[config.mk]
export PLATFORM = sky130hd
export DESIGN_NAME = calc_cmd_sequencer_flat
export DESIGN_NICKNAME = d
export VERILOG_FILES = /design/src/rtl/calc_pkg.sv /design/src/rtl/calc_cmd_sequencer_if.sv /design/src/rtl/calc_cmd_timeout.sv /design/src/rtl/calc_cmd_sequencer.sv /design/src/flat_wrapper.sv
export SDC_FILE = /design/constraint.sdc
export NUM_CORES = 1
export LEC_CHECK = 0
export CORE_MARGIN = 5
export CORE_UTILIZATION = 37
export CTS_CLUSTER_DIAMETER = 60
export DETAILED_ROUTE_END_ITERATION = 7
export PLACE_DENSITY = 0.75
export SYNTH_ARGS = -nofsm -noshare
export SYNTH_HDL_FRONTEND = slang
export SYNTH_SLANG_ARGS = --single-unit
export TNS_END_PERCENT = 100
[constraint.sdc]
create_clock -name clk -period 1.6 [get_ports clk]
set_clock_uncertainty 0.15 [all_clocks]
set_input_delay 0.16 -clock clk [delete_from_list [all_inputs] [get_ports clk]]
set_output_delay 0.16 -clock clk [all_outputs]
set_load 0.005 [all_outputs]
[src/rtl/calc_pkg.sv]
// calc_pkg: opcode constants, sequencer state encoding and operand limits shared by the calculator blocks
package calc_pkg;

    typedef enum logic [2:0] {
        IDLE      = 3'd0,
        GET_A     = 3'd1,
        GET_B     = 3'd2,
        ISSUE     = 3'd3,
        WAIT_DONE = 3'd4
    } state_t;

    localparam logic [2:0] OP_ADD = 3'd0;
    localparam logic [2:0] OP_SUB = 3'd1;
    localparam logic [2:0] OP_MUL = 3'd2;
    localparam logic [2:0] OP_AND = 3'd3;
    localparam logic [2:0] OP_NOT = 3'd4;

    localparam int unsigned OP_MAX_DEF  = 4;
    localparam int unsigned VAL_MAX_DEF = 999;

    function automatic logic is_unary(input logic [2:0] op);
        return op == OP_NOT;
    endfunction

endpackage

[src/rtl/calc_cmd_sequencer_if.sv]
// calc_cmd_sequencer_if: operand/opcode launch and result return between sequencer (master) and ALU (slave)
interface calc_cmd_sequencer_if;
    logic [2:0]  alu_op;
    logic [15:0] alu_a;
    logic [15:0] alu_b;
    logic        alu_start;
    logic        alu_done;
    logic [15:0] alu_result;

    modport master (output alu_op, alu_a, alu_b, alu_start, input alu_done, alu_result);
    modport slave  (input alu_op, alu_a, alu_b, alu_start, output alu_done, alu_result);
endinterface

[src/rtl/calc_cmd_timeout.sv]
// calc_cmd_timeout: idle counter between operands, flags expiry after TIMEOUT_CYC waiting cycles
module calc_cmd_timeout #(
    parameter int unsigned TIMEOUT_CYC = 100000000
) (
    input  logic clk,
    input  logic rst,
    input  logic waiting,
    input  logic num_valid,
    output logic expire
);
    localparam int unsigned W = $clog2(TIMEOUT_CYC);

    logic [W-1:0] cnt;

    assign expire = waiting && !num_valid && cnt == W'(TIMEOUT_CYC - 1);

    // count waiting cycles; any operand, leaving the wait states or expiry restarts from zero
    always_ff @(posedge clk) begin
        if (rst || num_valid || !waiting || expire)
            cnt <= '0;
        else
            cnt <= cnt + W'(1);
    end
endmodule

[src/rtl/calc_cmd_sequencer.sv]
// calc_cmd_sequencer: collects opcode and operands from the parser, launches the ALU, returns its result
// Optional feature: define CALC_CMD_TIMEOUT_EN to abort an operation stalled in GET_A/GET_B.
module calc_cmd_sequencer
    import calc_pkg::*;
#(
    parameter int unsigned TIMEOUT_CYC = 100000000,
    parameter int unsigned OP_MAX      = OP_MAX_DEF,
    parameter int unsigned VAL_MAX     = VAL_MAX_DEF
) (
    input  logic                        clk,
    input  logic                        rst,
    input  logic [15:0]                 num_in,
    input  logic                        num_valid,
    calc_cmd_sequencer_if.master        alu,
    output logic [15:0]                 res_out,
    output logic                        res_valid,
    output logic                        err,
    output logic [2:0]                  state_dbg
);
    if (TIMEOUT_CYC < 2) begin : g_bad_cfg
        $error("TIMEOUT_CYC must be at least 2");
    end

    state_t state, next;
    logic   err_d, ld_op, ld_a, ld_b, clr_b, cap, expire;
    logic   waiting;

    assign state_dbg = state;
    assign waiting   = state == GET_A || state == GET_B;

`ifdef CALC_CMD_TIMEOUT_EN
    calc_cmd_timeout #(.TIMEOUT_CYC(TIMEOUT_CYC)) u_timeout (
        .clk       (clk),
        .rst       (rst),
        .waiting   (waiting),
        .num_valid (num_valid),
        .expire    (expire)
    );
`else
    assign expire = 1'b0;
`endif

    // next state, register load enables and error decision
    always_comb begin
        next  = state;
        err_d = 1'b0;
        ld_op = 1'b0;
        ld_a  = 1'b0;
        ld_b  = 1'b0;
        clr_b = 1'b0;
        cap   = 1'b0;
        case (state)
            IDLE: begin
                if (num_valid) begin
                    ld_op = num_in <= 16'(OP_MAX);
                    err_d = !ld_op;
                    next  = ld_op ? GET_A : IDLE;
                end
            end
            GET_A: begin
                if (num_valid) begin
                    ld_a  = num_in <= 16'(VAL_MAX);
                    clr_b = ld_a && is_unary(alu.alu_op);
                    err_d = !ld_a;
                    next  = !ld_a ? IDLE : clr_b ? ISSUE : GET_B;
                end else if (expire) begin
                    err_d = 1'b1;
                    next  = IDLE;
                end
            end
            GET_B: begin
                if (num_valid) begin
                    ld_b  = num_in <= 16'(VAL_MAX);
                    err_d = !ld_b;
                    next  = ld_b ? ISSUE : IDLE;
                end else if (expire) begin
                    err_d = 1'b1;
                    next  = IDLE;
                end
            end
            ISSUE: begin
                err_d = num_valid;
                next  = WAIT_DONE;
            end
            WAIT_DONE: begin
                err_d = num_valid;
                cap   = alu.alu_done;
                next  = alu.alu_done ? IDLE : WAIT_DONE;
            end
            default: next = IDLE;
        endcase
    end

    // state, operand/result registers and single-cycle pulses
    always_ff @(posedge clk) begin
        if (rst) begin
            state         <= IDLE;
            alu.alu_op    <= '0;
            alu.alu_a     <= '0;
            alu.alu_b     <= '0;
            alu.alu_start <= 1'b0;
            res_out       <= '0;
            res_valid     <= 1'b0;
            err           <= 1'b0;
        end else begin
            state         <= next;
            alu.alu_start <= next == ISSUE;
            res_valid     <= cap;
            err           <= err_d;
            if (ld_op) alu.alu_op <= num_in[2:0];
            if (ld_a) alu.alu_a <= num_in;
            if (ld_b) alu.alu_b <= num_in;
            else if (clr_b) alu.alu_b <= '0;
            if (cap) res_out <= alu.alu_result;
        end
    end
endmodule

[src/flat_wrapper.sv]
// flat-port wrapper written by rule: the top's interface ports become plain ports
module calc_cmd_sequencer_flat import calc_pkg::*;
#(
    parameter int unsigned TIMEOUT_CYC = 100000000,
    parameter int unsigned OP_MAX      = OP_MAX_DEF,
    parameter int unsigned VAL_MAX     = VAL_MAX_DEF
)
  (clk, rst, num_in, num_valid, res_out, res_valid, err, state_dbg, alu_alu_op, alu_alu_a, alu_alu_b, alu_alu_start, alu_alu_done, alu_alu_result);
  calc_cmd_sequencer_if alu_i ();
  input  logic clk;
  input  logic rst;
  input  logic [15:0] num_in;
  input  logic num_valid;
  output logic [15:0] res_out;
  output logic res_valid;
  output logic err;
  output logic [2:0] state_dbg;
  output wire logic [$bits(alu_i.alu_op)-1:0] alu_alu_op;
  output wire logic [$bits(alu_i.alu_a)-1:0] alu_alu_a;
  output wire logic [$bits(alu_i.alu_b)-1:0] alu_alu_b;
  output wire logic [$bits(alu_i.alu_start)-1:0] alu_alu_start;
  input wire logic [$bits(alu_i.alu_done)-1:0] alu_alu_done;
  input wire logic [$bits(alu_i.alu_result)-1:0] alu_alu_result;
  assign alu_alu_op = alu_i.alu_op;
  assign alu_alu_a = alu_i.alu_a;
  assign alu_alu_b = alu_i.alu_b;
  assign alu_alu_start = alu_i.alu_start;
  assign alu_i.alu_done = alu_alu_done;
  assign alu_i.alu_result = alu_alu_result;
  calc_cmd_sequencer #(.TIMEOUT_CYC(TIMEOUT_CYC), .OP_MAX(OP_MAX), .VAL_MAX(VAL_MAX)) u_core (.clk(clk), .rst(rst), .num_in(num_in), .num_valid(num_valid), .alu(alu_i), .res_out(res_out), .res_valid(res_valid), .err(err), .state_dbg(state_dbg));
endmodule
==> results of run 1 <==
[cells by family (layout without fill, tap and decap cells)]
| logic type | after synthesis | after routing | share of synthesized area (%) |
|---|---|---|---|
| and+or+nand+nor | 89 | 89 | 23.4 |
| AOI/OAI and AO/OA | 63 | 63 | 19.3 |
| DFF | 57 | 57 | 53.3 |
| buffers and inverters | 19 | 149 | 4.03 |
[state kept, by name, summed over array words and instances, names as in the netlist]
| signal | count |
|---|---|
| u_core.alu.alu_start | 1 |
| u_core.alu.alu_op | 3 |
| u_core.alu.alu_b | 16 |
| u_core.res_out | 16 |
| u_core.res_valid | 1 |
| u_core.err | 1 |
| u_core.alu.alu_a | 16 |
| u_core.state_dbg | 3 |
[power by group]
group,switching (uW),internal (uW)
sequential,0.250,1420
combinational,80.8,123
clock,559,845
total,640,2380
[final timing paths]
| kind | from | end | slack (ns) | cells past startpoint |
|---|---|---|---|---|
| max reg2reg | u_core.state_dbg[2] | u_core.state_dbg[0] | 0.07 | 4 |
| max | u_core.state_dbg[0] | state_dbg[0] | 0.05 | 1 |
| min | num_in[9] | u_core.alu.alu_b[9] | 0.1 | 2 |
| min reg2reg | u_core.res_out[2] | u_core.res_out[2] | 0.30 | 2 |
[stage by stage]
step	hold slack [ns]	area (sq um)	utilization, %	setup TNS [ns]	setup slack (ns)
floorplan	0.135	2140	-	0	0.00936
global placement	0.292	3380	60.7	-11.65	-0.455
detailed placement	0.296	3380	60.7	-12.32	-0.409
CTS	0.203	3630	65.1	-0.0409	-0.0163
global route	0.0988	3700	66.4	-0.0769	-0.0314
finish	0.0992	3700	66.4	0	0.0524
[layout by cell type, fill, tap and decap left out, drive strengths merged, types with 2 or more instances in the layout]
| cell type | count |
|---|---|
| a21oi | 33 |
| a22o | 10 |
| a31oi | 2 |
| and2 | 7 |
| and3 | 2 |
| and4 | 3 |
| buf | 39 |
| clkbuf | 14 |
| clkdlybuf4s50 | 81 |
| dfxtp | 57 |
| dlygate4sd2 | 3 |
| dlymetal6s2s | 8 |
| inv | 2 |
| nand2 | 34 |
| nand3 | 4 |
| nand3b | 2 |
| nand4 | 15 |
| nor2 | 4 |
| nor2b | 2 |
| nor3b | 6 |
| nor4 | 3 |
| o21ai | 4 |
| o31ai | 10 |
[final cells by class]
type	instances	share of cell area, %
timing repair buffer	131	34.3
sequential	57	31.2
multi-input combinational	152	26.3
clock buffer	14	4.67
tap	72	2.44
clock inverter	2	0.947
inverter	2	0.203
[routing by layer]
layer	up-vias	track usage (%)	part of all wire, %	routed length (um)
met1	1035	21.0	41	2760
met2	89	30.9	48	3240
met4	0	9.50	2.5	170
li1	1081	-	-	-
met5	-	0	0	0
met3	17	7.78	9.2	625
[timing repair]
item / in CTS / in global routing
buffers inserted: 1 / 0
gates resized for setup: 10 / 18
pin swaps: 0 / 4
endpoints found under the setup margin: 23 / 31
==> results.sh, run 1 <==
export IMPL_drt_wl_total_um=6800
export IMPL_gp_congestion=0.888
export IMPL_hp_class="input port to flop"
export IMPL_first_global_vias=2320
export IMPL_cap_violations=0
export IMPL_syn_area_sq_um=2140
export IMPL_crit_required_ns=1.29
export IMPL_path_cells="clkdlybuf4s50_1"
export IMPL_avgRoutedWirePerCell_um=15.8
export IMPL_initial_utilization_pct=38.4
export IMPL_final_hold_viol_count=0
export IMPL_status="finished, final reports clean"
export IMPL_dp_cells=413
export IMPL_insertion_delay_ns=0.34
export IMPL_leakage_uw=0.00140
export IMPL_yosysSeqAreaShare_pct=53.3
export IMPL_clock_sinks=57
export IMPL_synth_top_area_cell="dfxtp_1"
export IMPL_antenna_found_initial=0
export IMPL_ys_flop_type="dfxtp_1"
export IMPL_n_antenna_cell=0
export IMPL_syn_inst=228
export IMPL_route_vias_total=2222
export IMPL_final_seq_area_sq_um=1150
export IMPL_fin_crit_sh_pct=96.7
export IMPL_cts_clk_slew_worst_paths_ns=0.06
export IMPL_ys_top_cells_by_count="dfxtp_1, nand2_1, a21oi_1"
export IMPL_fmax_mhz=646
export IMPL_yosys_register_bits=57
export IMPL_die_w_um=86.1
export IMPL_critical_path_class="flop to output port"
export IMPL_min_period_ns=1.55
export IMPL_drt_iter0_drc=124
export IMPL_p_per_area_nw_per_um2=818
export IMPL_fillers=467
export IMPL_rows=27
export IMPL_cts_path_max_buffers=2
export IMPL_postCtsHoldBufs=0
export IMPL_cts_buffers=9
export IMPL_critPathArrivalTime_ns=1.24
export IMPL_dr_pass1_iters=4
export IMPL_crit_fanout=8
export IMPL_finalNetCount=389
export IMPL_fin_cells=430
export IMPL_hpwl_um=4840
export IMPL_gr_total_overflow=0
export IMPL_setup_viol=0
export IMPL_ant_nets=0
export IMPL_multiInputGateArea_sq_um=973
export IMPL_drive_above_1_share_pct=19.0
export IMPL_track_usage_pct=18.9
export IMPL_via_per_inst=5.17
export IMPL_grt_pass1_wl_um=11000
export IMPL_grt_max_degree=21
export IMPL_synth_top_area_share_pct=53.3
export IMPL_syn_area_per_cell_sq_um=9.39
export IMPL_synth_area_leaders="dfxtp_1, a21oi_1, nand2_1"
export IMPL_synthToLayoutAreaGrowth_pct=72.8
export IMPL_cts_tree="built"
export IMPL_total_power_uw=3020
export IMPL_cp_top_family="buffers and inverters"
export IMPL_max_stage_delay_ns=0.51
export IMPL_startpoint_type="flop"
export IMPL_endpoint_kind="output port"
export IMPL_chipHeight_um=86.1
export IMPL_syn_nets=264
export IMPL_portBuffers=92
export IMPL_async_flop_share_pct=0
export IMPL_ys_types=35
export IMPL_yosysWarnings=0
export IMPL_synthMostInstantiatedCell="dfxtp_1"
export IMPL_die_area_sq_um=7410
export IMPL_synth_edf_count=0
export IMPL_worst_pin_slew_ns=0.448
export IMPL_drc_errors=0
export IMPL_path_buf_inv=1
export IMPL_drv_slew=0
export IMPL_cts_root_buffer="clkbuf_8"
export IMPL_peakVddDrop_mv=0.746
export IMPL_coreArea_sq_um=5570
export IMPL_io_pins=93
export IMPL_htreeDepth=3
export IMPL_slowest_stage="clkdlybuf4s50_1"
export IMPL_timing_slew_headroom_pct=69.7
No activity file was read; power rests on OpenSTA's default activity.
==> run 2: changes to the inputs <==
--- a/config.mk
+++ b/config.mk
@@ -5,6 +5,7 @@
 export SDC_FILE = /design/constraint.sdc
 export NUM_CORES = 1
 export LEC_CHECK = 0
+export CORE_ASPECT_RATIO = 1.5
 export CORE_MARGIN = 5
 export CORE_UTILIZATION = 37
 export CTS_CLUSTER_DIAMETER = 60
==> run 2 against run 1 <==
Clock-buffer cell count down 1. Register-to-register slack gained 0.02 ns. Via count down 1.5%. First-iteration DRC count increased by 32%. Global-route usage is 0.59 points lower. Highest routed layer unchanged. Routed wire length grew 0.41%. Utilization decreased by 0.70 points. Flip-flop and latch count is the same. Die area rose by 0.42%. Non-clock buffer count did not move. Worst setup slack lost 0.023 ns. Largest power group unchanged. Combinational power is essentially flat.
==> results.sh, run 2 (same netlist as run 1, synthesis figures left out) <==
export IMPL_total_power_uw=3040
export IMPL_rrSetupSlack_ns=0.09
export IMPL_hp_class="input port to flop"
export IMPL_dr_pass1_iters=5
export IMPL_portBuffers=92
export IMPL_cts_clk_slew_worst_paths_ns=0.06
export IMPL_io_pins=93
export IMPL_clock_sinks=57
export IMPL_cts_path_max_buffers=2
export IMPL_avgRoutedWirePerCell_um=15.9
export IMPL_hpwl_um=4790
export IMPL_die_area_sq_um=7440
export IMPL_via_per_inst=5.09
export IMPL_hold_path_depth=3
export IMPL_track_usage_pct=18.3
export IMPL_final_cell_area_sq_um=3740
export IMPL_initial_utilization_pct=37.6
export IMPL_hp_start="num_in[6]"
export IMPL_gr_total_overflow=0
export IMPL_cts_tree="built"
export IMPL_timing_rr_start="u_core.state_dbg[0]"
export IMPL_final_common_cell="clkdlybuf4s50_1"
export IMPL_fin_crit_sh_pct=98.1
export IMPL_status="finished, final reports clean"
export IMPL_cts_root_buffer="clkbuf_8"
export IMPL_p_per_area_nw_per_um2=813
export IMPL_r2r_end="u_core.alu.alu_start"
export IMPL_ant_nets=0
export IMPL_tns_ns=0
export IMPL_chipHeight_um=103
export IMPL_top_regs="u_core.alu.alu_a (16), u_core.alu.alu_b (16), u_core.res_out (16)"
export IMPL_final_hold_viol_count=0
export IMPL_final_cell_mix="clkdlybuf4s50_1, dfxtp_1, nand2_1, a21oi_1, buf_4"
export IMPL_htreeDepth=3
export IMPL_grt_max_degree=24
export IMPL_drv_slew=0
export IMPL_drt_wl_total_um=6830
export IMPL_peakVddDrop_mv=0.583
export IMPL_route_vias_total=2189
export IMPL_first_global_vias=2185
export IMPL_finalHoldWorstSlack_ns=0.0906
export IMPL_fmax_mhz=637
export IMPL_critPathArrivalTime_ns=1.69
export IMPL_die_w_um=72.1
export IMPL_leakage_uw=0.00141
export IMPL_antenna_found_initial=0
export IMPL_cap_violations=0
export IMPL_cts_buffers=9
export IMPL_n_antenna_cell=0
export IMPL_coreArea_sq_um=5700
export IMPL_startpoint_type="input port"
export IMPL_crit_required_ns=1.72
export IMPL_worst_pin_slew_ns=0.316
export IMPL_crit_fanout=8
export IMPL_min_period_ns=1.57
export IMPL_drive_above_1_share_pct=20.7
export IMPL_endpoint_kind="flop"
export IMPL_setup_viol=0
export IMPL_min_to="u_core.alu.alu_b[6]"
export IMPL_drt_iter0_drc=164
export IMPL_timing_slew_headroom_pct=78.6
export IMPL_gp_congestion=0.843
export IMPL_fin_cells=430
export IMPL_rows=34
export IMPL_synthToLayoutAreaGrowth_pct=74.8
export IMPL_insertion_delay_ns=0.34
export IMPL_finalNetCount=390
export IMPL_critical_path_class="input port to flop"
export IMPL_dp_cells=412
export IMPL_drc_errors=0
export IMPL_placed_cell_area_sq_um=3380
export IMPL_grt_pass1_wl_um=10300
export IMPL_r2r_cells=5
-- run 2: cell count changes in the layout (fill, tap and decap cells not counted), moves of 2 or more --
cell      delta
clkbuf_1     -2
buf_4        -4
buf_6        +4
nor2b_2      +2
-- run 2: layout make-up --
type | count | area, sq um
clock buffer | 13 | 179
clock inverter | 2 | 35.0
fill | 475 | 1960
inverter | 2 | 7.51
multi-input combinational | 153 | 998
sequential | 57 | 1150
tap | 72 | 90.1
timing repair buffer | 131 | 1280
-- run 2: routing by layer --
| metal | vias up | share of wire (%) | track usage (%) |
|---|---|---|---|
| met5 | - | 0 | 0 |
| met4 | 0 | 2.8 | 10.3 |
| met3 | 19 | 6.8 | 6.24 |
| met2 | 76 | 52 | 30.9 |
| met1 | 1005 | 38 | 19.8 |
| li1 | 1089 | - | - |
-- run 2: what timing repair did --
| item | 4_1_cts | 5_1_grt |
|---|---|---|
| setup endpoints to repair | 23 | 42 |
| setup buffers | 0 | 1 |
| gates cloned | 1 | 1 |
| hold buffers | 0 | 0 |
| gates resized for setup | 11 | 27 |
| pin swaps | 4 | 16 |
-- run 2: metrics by stage --
step	setup slack (ns)	utilization, %
final	0.0299	65.6
after detailed placement	-0.409	59.2
after floorplan	0.00936	-
after CTS	0.000734	63.5
after global placement	-0.372	59.2
after global routing	-0.0258	65.6
-- run 2: how the worst max path moves through the flow --
stage / end / slack (ns) / cells after the start / start
final: u_core.alu.alu_b[9] / 0.03 / 5 / num_in[9]
after global routing: u_core.alu.alu_start / -0.03 / 5 / u_core.state_dbg[0]
after CTS: u_core.alu.alu_b[0] / 0.0007 / 5 / num_in[12]
after detailed placement: u_core.alu.alu_b[9] / -0.41 / 5 / num_in[11]
after global placement: u_core.alu.alu_b[7] / -0.37 / 5 / num_in[11]
after floorplan: u_core.alu.alu_b[6] / 0.009 / 5 / u_core.state_dbg[0]
-- run 2: worst max-delay path, cell delays in order --
cell,delay [ns]
clkdlybuf4s50_1,0.61
nand4_1,0.23
buf_6,0.20
a31oi_4,0.28
a22o_1,0.20
-- run 2: power breakdown --
group	total, uW	switching [uW]	internal (uW)	leakage, uW
sequential	1420	0.274	1420	0.000461
combinational	203	84.6	119	0.000841
clock	1420	544	877	0.000112
total	3040	628	2410	0.00141
==> run 3: changes to the inputs <==
--- a/config.mk
+++ b/config.mk
@@ -11,6 +11,7 @@
 export CTS_CLUSTER_DIAMETER = 60
 export DETAILED_ROUTE_END_ITERATION = 7
 export PLACE_DENSITY = 0.75
+export RECOVER_POWER = 25
 export SYNTH_ARGS = -nofsm -noshare
 export SYNTH_HDL_FRONTEND = slang
 export SYNTH_SLANG_ARGS = --single-unit
==> run 3 against run 2 <==
Power is essentially flat. Via count grew 0.32%. Register-to-register slack is essentially flat. Cell count is the same. Combinational power is essentially flat. Global-route usage is the same. First-iteration DRC count is the same. Sequential share of layout area grew 0.062 points. Flip-flop and latch count is the same. Critical endpoint unchanged. Largest cell class unchanged. Largest power group unchanged.
==> results.sh, run 3 (same netlist as run 1, synthesis figures left out) <==
export IMPL_finalHoldWorstSlack_ns=0.0867
export IMPL_insertion_delay_ns=0.34
export IMPL_via_per_inst=5.11
export IMPL_path_buf_inv=2
export IMPL_portBuffers=92
export IMPL_drv_slew=0
export IMPL_top_regs="u_core.alu.alu_a (16), u_core.alu.alu_b (16), u_core.res_out (16)"
export IMPL_swShare_pct=20.7
export IMPL_cts_root_buffer="clkbuf_8"
export IMPL_hold_path_depth=3
export IMPL_die_area_sq_um=7440
export IMPL_n_antenna_cell=0
export IMPL_grt_max_degree=24
export IMPL_timing_slew_headroom_pct=67.5
export IMPL_cts_clk_slew_worst_paths_ns=0.06
export IMPL_drc_errors=0
export IMPL_p_clk_share_pct=46.8
export IMPL_crit_fanout=8
export IMPL_gr_total_overflow=0
export IMPL_htreeDepth=3
export IMPL_path_cells="clkdlybuf4s50_1 > nand4_1 > buf_6 > a31oi_4 > a22o_1"
export IMPL_die_w_um=72.1
export IMPL_drt_iter0_drc=164
export IMPL_final_cell_mix="clkdlybuf4s50_1, dfxtp_1, nand2_1, a21oi_1, buf_4"
export IMPL_endpoint_kind="flop"
export IMPL_max_stage_delay_ns=0.61
export IMPL_cts_path_max_buffers=2
export IMPL_p_per_area_nw_per_um2=815
export IMPL_coreArea_sq_um=5700
export IMPL_min_to="u_core.alu.alu_b[6]"
export IMPL_critPathArrivalTime_ns=1.69
export IMPL_dr_wl_met2_um=3610
export IMPL_io_pins=93
export IMPL_slowest_stage="clkdlybuf4s50_1"
export IMPL_drt_wl_total_um=6830
export IMPL_track_usage_pct=18.3
export IMPL_timing_rr_start="u_core.state_dbg[0]"
export IMPL_intPower_uw=2410
export IMPL_fin_crit_sh_pct=98.1
export IMPL_initial_utilization_pct=37.6
export IMPL_startpoint_type="input port"
export IMPL_synthToLayoutAreaGrowth_pct=74.5
export IMPL_gp_congestion=0.843
export IMPL_fmax_mhz=637
export IMPL_peakVddDrop_mv=0.582
export IMPL_antenna_found_initial=0
export IMPL_first_global_vias=2185
export IMPL_postCtsHoldBufs=0
export IMPL_fillers=477
export IMPL_crit_required_ns=1.72
export IMPL_cts_tree="built"
export IMPL_critical_path_class="input port to flop"
export IMPL_r2r_cells=5
export IMPL_grt_pass1_wl_um=10300
export IMPL_r2r_end="u_core.alu.alu_start"
export IMPL_worst_pin_slew_ns=0.487
export IMPL_top_layer_used="met4"
export IMPL_ant_nets=0
export IMPL_finalNetCount=390
export IMPL_cts_buffers=9
export IMPL_route_vias_total=2196
export IMPL_chipHeight_um=103
export IMPL_cp_top_family="buffers and inverters"
export IMPL_p_comb_share_pct=6.6
export IMPL_rrSetupSlack_ns=0.10
export IMPL_tns_ns=0
export IMPL_dr_pass1_iters=4
export IMPL_met3WireLength_um=449
export IMPL_hp_start="num_in[6]"
export IMPL_min_period_ns=1.57
export IMPL_final_hold_viol_count=0
export IMPL_final_common_cell="clkdlybuf4s50_1"
export IMPL_worst_slack_ns=0.0297
export IMPL_p_switching_uw=631
export IMPL_avgRoutedWirePerCell_um=15.9
export IMPL_setup_viol=0
export IMPL_p_seq_share_pct=46.6
export IMPL_met1_length_um=2580
export IMPL_clock_sinks=57
export IMPL_status="finished, final reports clean"
export IMPL_rows=34
export IMPL_dp_worst_setup_slack_ns=-0.409
export IMPL_hpwl_um=4790
export IMPL_cap_violations=0
export IMPL_hp_class="input port to flop"
export IMPL_leakage_uw=0.00139
export IMPL_drive_above_1_share_pct=20.7
==> run 3: cell count changes in the layout (fill, tap and decap cells not counted), sizes merged <==
cell / before / now
buf: 39 / 37
clkbuf: 13 / 15
clkdlybuf4s25: 0 / 1
dlymetal6s2s: 8 / 7
==> run 3: cell type report <==
type / instances / area [sq um] / area share, %
clock buffer: 13 / 179 / 4.79
clock inverter: 2 / 35.0 / 0.938
inverter: 2 / 7.51 / 0.201
multi-input combinational: 153 / 998 / 26.7
sequential: 57 / 1150 / 30.8
tap: 72 / 90.1 / 2.41
timing repair buffer: 131 / 1270 / 34.1
==> run 3: power groups by stage <==
| stage | clock (uW) | combinational, uW | sequential [uW] |
|---|---|---|---|
| floorplan | 0 | 39.3 | 1450 |
| global placement | 0 | 191 | 1450 |
| detailed placement | 0 | 193 | 1450 |
| CTS | 1460 | 197 | 1420 |
| global route | 1510 | 213 | 1420 |
| finish | 1420 | 202 | 1420 |
==> run 3: metrics by stage <==
step	power (uW)	util (%)	cell area, sq um	cells
2_1_floorplan	1490	-	2140	228
3_3_place_gp	1640	59.2	3380	412
3_5_place_dp	1640	59.2	3380	412
4_1_cts	3080	63.5	3620	428
5_1_grt	3140	65.5	3730	430
6_report	3040	65.5	3730	430
==> run 3: worst min-delay path: cells and delay by family <==
family	cells	cell delay, ns
buf+inv	2	0.27
compound gates	1	0.11
==> run 3: timing repair <==
| action | in CTS | in global routing |
|---|---|---|
| setup endpoints to repair | 23 | 42 |
| buffers inserted | 0 | 1 |
| gates cloned | 1 | 1 |
| pin swaps | 4 | 16 |
| resized for setup | 11 | 27 |
==> run 3: routing by layer <==
metal  up-vias  track usage (%)
met4         0             10.3
li1       1090                -
met2        80             30.9
met3        15             6.24
met5         -                0
met1      1011             19.8
==> run 3: worst max-delay path by stage <==
| stage | from | depth (start not counted) | endpoint | slack (ns) |
|---|---|---|---|---|
| 6_report | num_in[9] | 5 | u_core.alu.alu_b[9] | 0.03 |
| 5_1_grt | u_core.state_dbg[0] | 5 | u_core.alu.alu_start | -0.03 |
| 4_1_cts | num_in[12] | 5 | u_core.alu.alu_b[0] | 0.0007 |
| 3_5_place_dp | num_in[11] | 5 | u_core.alu.alu_b[9] | -0.41 |
| 3_3_place_gp | num_in[11] | 5 | u_core.alu.alu_b[7] | -0.37 |
| 2_1_floorplan | u_core.state_dbg[0] | 5 | u_core.alu.alu_b[6] | 0.009 |
